**config.mk**
```make
export PLATFORM = sky130hd
export DESIGN_NAME = spi_master_ctrl
export DESIGN_NICKNAME = d
export VERILOG_FILES = /design/src/rtl/spi_master_ctrl_pkg.sv /design/src/rtl/decoder_c.sv /design/src/rtl/spi_clk_div.sv /design/src/rtl/spi_master_ctrl.sv
export SDC_FILE = /design/constraint.sdc
export NUM_CORES = 1
export LEC_CHECK = 0
export ABC_AREA = 1
export CAP_MARGIN = 20
export CORE_UTILIZATION = 56
export DETAILED_ROUTE_END_ITERATION = 16
export PLACE_DENSITY_LB_ADDON = 0.05
export RECOVER_POWER = 100
export SETUP_SLACK_MARGIN = 0.5
export SYNTH_ARGS = -nofsm -noshare
export SYNTH_HDL_FRONTEND = slang
export SYNTH_SLANG_ARGS = --single-unit
```
**constraint.sdc**
```tcl
create_clock -name clk -period 3.4 [get_ports clk]
set_clock_uncertainty 0.05 [all_clocks]
set_input_delay 0.34 -clock clk [delete_from_list [all_inputs] [get_ports clk]]
set_output_delay 0.34 -clock clk [all_outputs]
set_load 0.005 [all_outputs]
```
**src/rtl/spi_master_ctrl_pkg.sv**
```systemverilog
// Shared types and helpers for the SPI master transaction controller.
// Imported by the controller, its clock divider and the select decoder.
package spi_master_ctrl_pkg;

  typedef enum logic [1:0] {
    IDLE,
    SETUP,
    XFER,
    HOLD
  } SPI_MASTER_STATE;

  function automatic int max(input int a, input int b);
    return (a > b) ? a : b;
  endfunction

endpackage

```
**src/rtl/decoder_c.sv**
```systemverilog
// Binary-to-one-hot decoder with enable.
// Out-of-range indices decode to all zeros.
module decoder_c #(
  parameter int OUT_W = 4,
  parameter int IN_W  = 2
) (
  input  logic            en_i,
  input  logic [IN_W-1:0] sel_i,
  output logic [OUT_W-1:0] dec_o
);

  always_comb begin
    dec_o = '0;
    if (en_i) begin
      dec_o = OUT_W'(1) << sel_i;
    end
  end

endmodule

```
**src/rtl/spi_clk_div.sv**
```systemverilog
// Half-period divider: pulses tick once every div+1 clk cycles.
// clear restarts the count so the first half-period is a full one.
module spi_clk_div #(
  parameter int div_width = 8
) (
  input  logic                 clk,
  input  logic                 rst,
  input  logic                 clear,
  input  logic [div_width-1:0] div,
  output logic                 tick
);

  logic [div_width-1:0] cnt_q, cnt_d;

  assign tick = (cnt_q == div);

  // wraps at div, so div = all-ones never overflows
  always_comb begin
    cnt_d = cnt_q + div_width'(1);
    if (tick || clear) begin
      cnt_d = '0;
    end
  end

  always_ff @(posedge clk) begin
    if (rst) begin
      cnt_q <= '0;
    end else begin
      cnt_q <= cnt_d;
    end
  end

endmodule

```
**src/rtl/spi_master_ctrl.sv**
```systemverilog
// SPI master transaction controller: latches a request, runs SETUP/XFER/HOLD,
// shifts MSB-first and reports a one-cycle done pulse back in IDLE.
module spi_master_ctrl
  import spi_master_ctrl_pkg::*;
#(
  parameter int word_width = 8,
  parameter int SS_width   = 4,
  parameter int div_width  = 8
) (
  input  logic                                 clk,
  input  logic                                 rst,
  input  logic                                 start,
  input  logic [max($clog2(SS_width), 1)-1:0]  ss_sel,
  input  logic                                 cpol,
  input  logic                                 cpha,
  input  logic [div_width-1:0]                 div,
  input  logic [word_width-1:0]                tx_data,
  output logic [word_width-1:0]                rx_data,
  output logic                                 busy,
  output logic                                 done,
  output logic                                 SCLK,
  output logic                                 MOSI,
  input  logic                                 MISO,
  output logic [SS_width-1:0]                  SS_OUT
);

  localparam int SSW = max($clog2(SS_width), 1);
  localparam int EW  = $clog2(2 * word_width + 1);
  localparam logic [EW-1:0] LAST_E = EW'(2 * word_width);
  localparam logic [EW-1:0] FIRST_TX_E = EW'(3);

  SPI_MASTER_STATE state_q, state_d;

  logic                  cpol_q, cpol_d;
  logic                  cpha_q, cpha_d;
  logic [div_width-1:0]  div_q, div_d;
  logic [SSW-1:0]        sel_q, sel_d;
  logic [word_width-1:0] tx_q, tx_d;
  logic [word_width-1:0] rx_q, rx_d;
  logic [word_width-1:0] rxo_q, rxo_d;
  logic [EW-1:0]         e_q, e_d;
  logic                  sclk_q, sclk_d;
  logic                  done_q, done_d;
  logic                  busy_q, busy_d;
  logic                  clear;
  logic                  tick;

  spi_clk_div #(
    .div_width(div_width)
  ) u_div (
    .clk  (clk),
    .rst  (rst),
    .clear(clear),
    .div  (div_q),
    .tick (tick)
  );

  decoder_c #(
    .OUT_W(SS_width),
    .IN_W (SSW)
  ) u_ss (
    .en_i (busy_q),
    .sel_i(sel_q),
    .dec_o(SS_OUT)
  );

  always_comb begin
    state_d = state_q;
    cpol_d  = cpol_q;
    cpha_d  = cpha_q;
    div_d   = div_q;
    sel_d   = sel_q;
    tx_d    = tx_q;
    rx_d    = rx_q;
    rxo_d   = rxo_q;
    e_d     = e_q;
    sclk_d  = sclk_q;
    done_d  = 1'b0;
    clear   = 1'b0;
    unique case (state_q)
      IDLE: begin
        if (start) begin
          state_d = SETUP;
          cpol_d  = cpol;
          cpha_d  = cpha;
          div_d   = div;
          sel_d   = ss_sel;
          tx_d    = tx_data;
          rx_d    = '0;
          e_d     = '0;
          sclk_d  = cpol;
          clear   = 1'b1;
        end
      end
      SETUP: begin
        if (tick) begin
          state_d = XFER;
        end
      end
      XFER: begin
        if (tick) begin
          e_d    = e_q + EW'(1);
          sclk_d = ~sclk_q;
          // odd index = leading edge, even = trailing edge
          if (e_d[0]) begin
            if (!cpha_q) begin
              rx_d = {rx_q[word_width-2:0], MISO};
            end else if (e_d >= FIRST_TX_E) begin
              tx_d = tx_q << 1;
            end
          end else begin
            if (!cpha_q) begin
              tx_d = tx_q << 1;
            end else begin
              rx_d = {rx_q[word_width-2:0], MISO};
            end
          end
          if (e_d == LAST_E) begin
            state_d = HOLD;
          end
        end
      end
      HOLD: begin
        if (tick) begin
          state_d = IDLE;
          rxo_d   = rx_q;
          done_d  = 1'b1;
        end
      end
      default: begin
        state_d = IDLE;
      end
    endcase
    busy_d = (state_d != IDLE);
  end

  always_ff @(posedge clk) begin
    if (rst) begin
      state_q <= IDLE;
      cpol_q  <= 1'b0;
      cpha_q  <= 1'b0;
      div_q   <= '0;
      sel_q   <= '0;
      tx_q    <= '0;
      rx_q    <= '0;
      rxo_q   <= '0;
      e_q     <= '0;
      sclk_q  <= 1'b0;
      done_q  <= 1'b0;
      busy_q  <= 1'b0;
    end else begin
      state_q <= state_d;
      cpol_q  <= cpol_d;
      cpha_q  <= cpha_d;
      div_q   <= div_d;
      sel_q   <= sel_d;
      tx_q    <= tx_d;
      rx_q    <= rx_d;
      rxo_q   <= rxo_d;
      e_q     <= e_d;
      sclk_q  <= sclk_d;
      done_q  <= done_d;
      busy_q  <= busy_d;
    end
  end

  assign rx_data = rxo_q;
  assign busy    = busy_q;
  assign done    = done_q;
  assign SCLK    = sclk_q;
  assign MOSI    = tx_q[word_width-1];

endmodule

```
==> results.json <==
{
  "grt_use_total_pct": 22.54,
  "fmax_ghz": 0.4055,
  "syn_inst": 348,
  "portBuffers": 39,
  "ys_async_sr_fraction_pct": 0,
  "critPathBufInv": 2,
  "yosysWarningCount": 0,
  "power_frac_comb_pct": 16.7,
  "synthTopCellsByCount": "nand2_1 (89), nor2_1 (59), dfxtp_1 (53), inv_1 (28), nand3_1 (24)",
  "worstReg2RegStart": "state_q[1]$_SDFF_PP0_",
  "cp-start-kind": "flop",
  "num_vias": 2156,
  "r2r_cells": 9,
  "tightest_slew_ps": 871.9,
  "synthTopCellsByArea": "dfxtp_1 (43%), nand2_1 (14%), nor2_1 (9.0%), nand3_1 (4.9%), o21ai_0 (4.5%)",
  "end_kind": "flop",
  "criticalPathCategory": "reg2reg",
  "min_path_type": "reg2reg",
  "drt_drc_violations_left": 0,
  "crit_path_max_fanout": 20,
  "drtAntennaViolNets": 0,
  "min_period_over_period_pct": 72.54,
  "synth_area_mm2": 0.002461,
  "p_seq_share_pct": 51.3,
  "p_switching_mw": 0.3601,
  "core-area_mm2": 0.004115,
  "fillers": 339,
  "detail_route.vias_per_cell": 4.979,
  "dp.cells": 425,
  "cts_setup_buffers": 0,
  "slowest_stage": "nor2_1",
  "ys.flop_type": "dfxtp_1",
  "final.setup.tns_ps": 0,
  "dr.pass1.iters": 4,
  "routed_wirelength_um": 4965,
  "die_area_mm2": 0.004664,
  "status": "complete, no violations",
  "grt_max_degree": 28,
  "synth_most_common_cell": "nand2_1",
  "netlist.area_leader.share_pct": 43.11,
  "finalHoldViolCount": 0,
  "cp.arrival_ps": 2610,
  "clkPwrFrac_pct": 32.0,
  "num_rows": 23,
  "required_ps": 3550,
  "htreeDepth": 2,
  "post_layout_nonfiller_instances": 433,
  "io_pins": 40,
  "hpwl_um": 3477,
  "p_int_mw": 1.005,
  "synth_edf_count": 0,
  "cts_tree": "yes",
  "period_needed_ps": 2466,
  "cts_made_buffers": 5,
  "n_antenna_cell": 0,
  "die_h_um": 68.30,
  "drive_above_1_share_pct": 4.700,
  "drv_cap": 0,
  "antenna_found_initial": 0,
  "avgRoutedWirePerCell_um": 11.47,
  "slew_headroom_pct": 41.66,
  "clock_latency_ps": 300,
  "grt_pass1_wl_um": 7776,
  "ys_seq_elements": 53,
  "drt-initial-drc-count": 103,
  "grt_pass1_vias": 1833,
  "avgSynthCellArea_um2": 7.072,
  "clock-root-buffer": "clkbuf_8",
  "reg2reg_setup_slack_ps": 930,
  "critical_path.cell_chain": "clkinv_1, nor2_1, inv_1, nor2_1, a21oi_1, nand2_4, nand2_1, nand2_1, nor2_2",
  "holdCritStartpoint": "rx_q[7]$_SDFFE_PP0P_",
  "cts_resized": 0,
  "p_leak_nw": 1.338,
  "drv_slew": 0,
  "place_congestion": 0.8127,
  "area_delta_synth_final_pct": 18.66,
  "switching_share_pct": 26.38,
  "setup_viol": 0,
  "synth_nets": 375,
  "peakVddDrop_v": 0.0002079,
  "num-nets-final": 409,
  "cp_top_family": "simple AND/OR/NAND/NOR gates",
  "r2r_end": "tx_q[1]$_SDFFE_PP0P_",
  "dieWidth_um": 68.30,
  "critPathMaxStageDelay_ps": 670,
  "hold_path_end": "rx_data[7]$_SDFFE_PP0P_",
  "floorplan.initialDensity_pct": 59.81,
  "yosysTopAreaCell": "dfxtp_1",
  "powerDensity_mw_per_mm2": 467.4,
  "holdPathStages": 2,
  "yosysSeqAreaShare_pct": 43.11,
  "clk_pin_slew_ps": 90,
  "cts_buffer_depth": 2,
  "ys_types": 26,
  "cts_sinks": 53,
  "rsz0062_at_grt": "no",
  "overflow": 0,
  "postCtsHoldBufs": 0
}
-- how the worst max path moves through the flow --
stage | start | to | cells after the start
final | state_q[1]$_SDFF_PP0_ | tx_q[1]$_SDFFE_PP0P_ | 9
after global routing | state_q[1]$_SDFF_PP0_ | tx_q[4]$_SDFFE_PP0P_ | 9
after CTS | state_q[1]$_SDFF_PP0_ | tx_q[1]$_SDFFE_PP0P_ | 9
after detailed placement | start | e_q[2]$_SDFFE_PP0P_ | 6
after global placement | start | e_q[2]$_SDFFE_PP0P_ | 6
after floorplan | e_q[0]$_SDFFE_PP0P_ | tx_q[1]$_SDFFE_PP0P_ | 11
-- registers in the layout, indices dropped and copies added, names as in the netlist --
name / cells
state_q: 2
rx_q: 8
u_div.cnt_q: 8
cpha_q: 1
SCLK: 1
tx_q: 8
sel_q: 2
e_q: 5
div_q: 8
done: 1
rx_data: 8
busy: 1
-- power groups by stage --
stage | Sequential [mW] | Combinational [mW] | Clock [mW]
floorplan | 0.708 | 0.178 | 0
detailed placement | 0.716 | 0.238 | 0
global route | 0.707 | 0.260 | 0.474
CTS | 0.702 | 0.241 | 0.449
finish | 0.700 | 0.228 | 0.437
global placement | 0.715 | 0.234 | 0
-- routing by layer --
| layer | track usage [%] | wire length, um |
|---|---|---|
| met5 | 0 | 0 |
| met4 | 8.073 | 63 |
| met3 | 5.500 | 197 |
| met2 | 37.50 | 2263 |
| met1 | 28.00 | 2440 |
-- layout make-up --
| type | count | area [um2] | area share [%] |
|---|---|---|---|
| timing repair buffer | 40 | 397.9 | 13.62 |
| multi-input combinational | 250 | 1162 | 39.80 |
| tap | 50 | 62.56 | 2.142 |
| inverter | 32 | 120.1 | 4.113 |
| sequential | 53 | 1061 | 36.33 |
| clock buffer | 7 | 86.33 | 2.956 |
| clock inverter | 1 | 30.03 | 1.028 |
-- tightest hold or removal path, delay by kind of cell (launching register included) --
kind | cells | cell delay [ps]
simple gates | 2 | 100
flops | 1 | 320
-- logic make-up (layout without fill, tap and decap cells) --
| family | after synthesis | after routing | synth area share [%] |
|---|---|---|---|
| AO/OA/AOI/OAI | 39 | 39 | 8.388 |
| XOR/XNOR | 11 | 11 | 3.914 |
| adder cells (fa/ha/maj) | 3 | 3 | 1.525 |
| buffers and inverters | 45 | 80 | 7.879 |
| flip-flops | 53 | 53 | 43.11 |
| AND/OR/NAND/NOR | 197 | 197 | 35.18 |
-- through the flow --
| step | power (mW) | utilization (%) | hold WS [ps] | setup slack [ps] | instance area, um2 |
|---|---|---|---|---|---|
| 6_report | 1.365 | 70.96 | 404.0 | 933.8 | 2920 |
| 5_1_grt | 1.440 | 70.96 | 420.4 | 729.8 | 2920 |
| 4_1_cts | 1.391 | 72.03 | 403.6 | 1413 | 2964 |
| 3_5_place_dp | 0.9539 | 69.20 | 389.0 | 1336 | 2848 |
| 3_3_place_gp | 0.9492 | 69.20 | 379.1 | 1362 | 2848 |
| 2_1_floorplan | 0.8855 | - | 361.5 | 1746 | 2461 |
-- layout by cell type (no fill, tap or decap) --
master / count
xor2_1: 4
nand3_1: 24
nand2_1: 89
dfxtp_1: 53
clkbuf_1: 1
nand3_2: 1
nand2_4: 2
dlygate4sd3_1: 16
nand4_1: 6
inv_1: 29
xnor2_1: 7
inv_2: 2
nor2_2: 4
buf_4: 1
nor3_1: 6
bufinv_16: 1
a21oi_1: 16
clkinv_1: 1
clkbuf_8: 6
o21ai_0: 23
nor2_1: 62
clkdlybuf4s50_1: 23
nand2_2: 1
ha_1: 3
nor3b_1: 2
No activity file was read; power rests on OpenSTA's default activity.
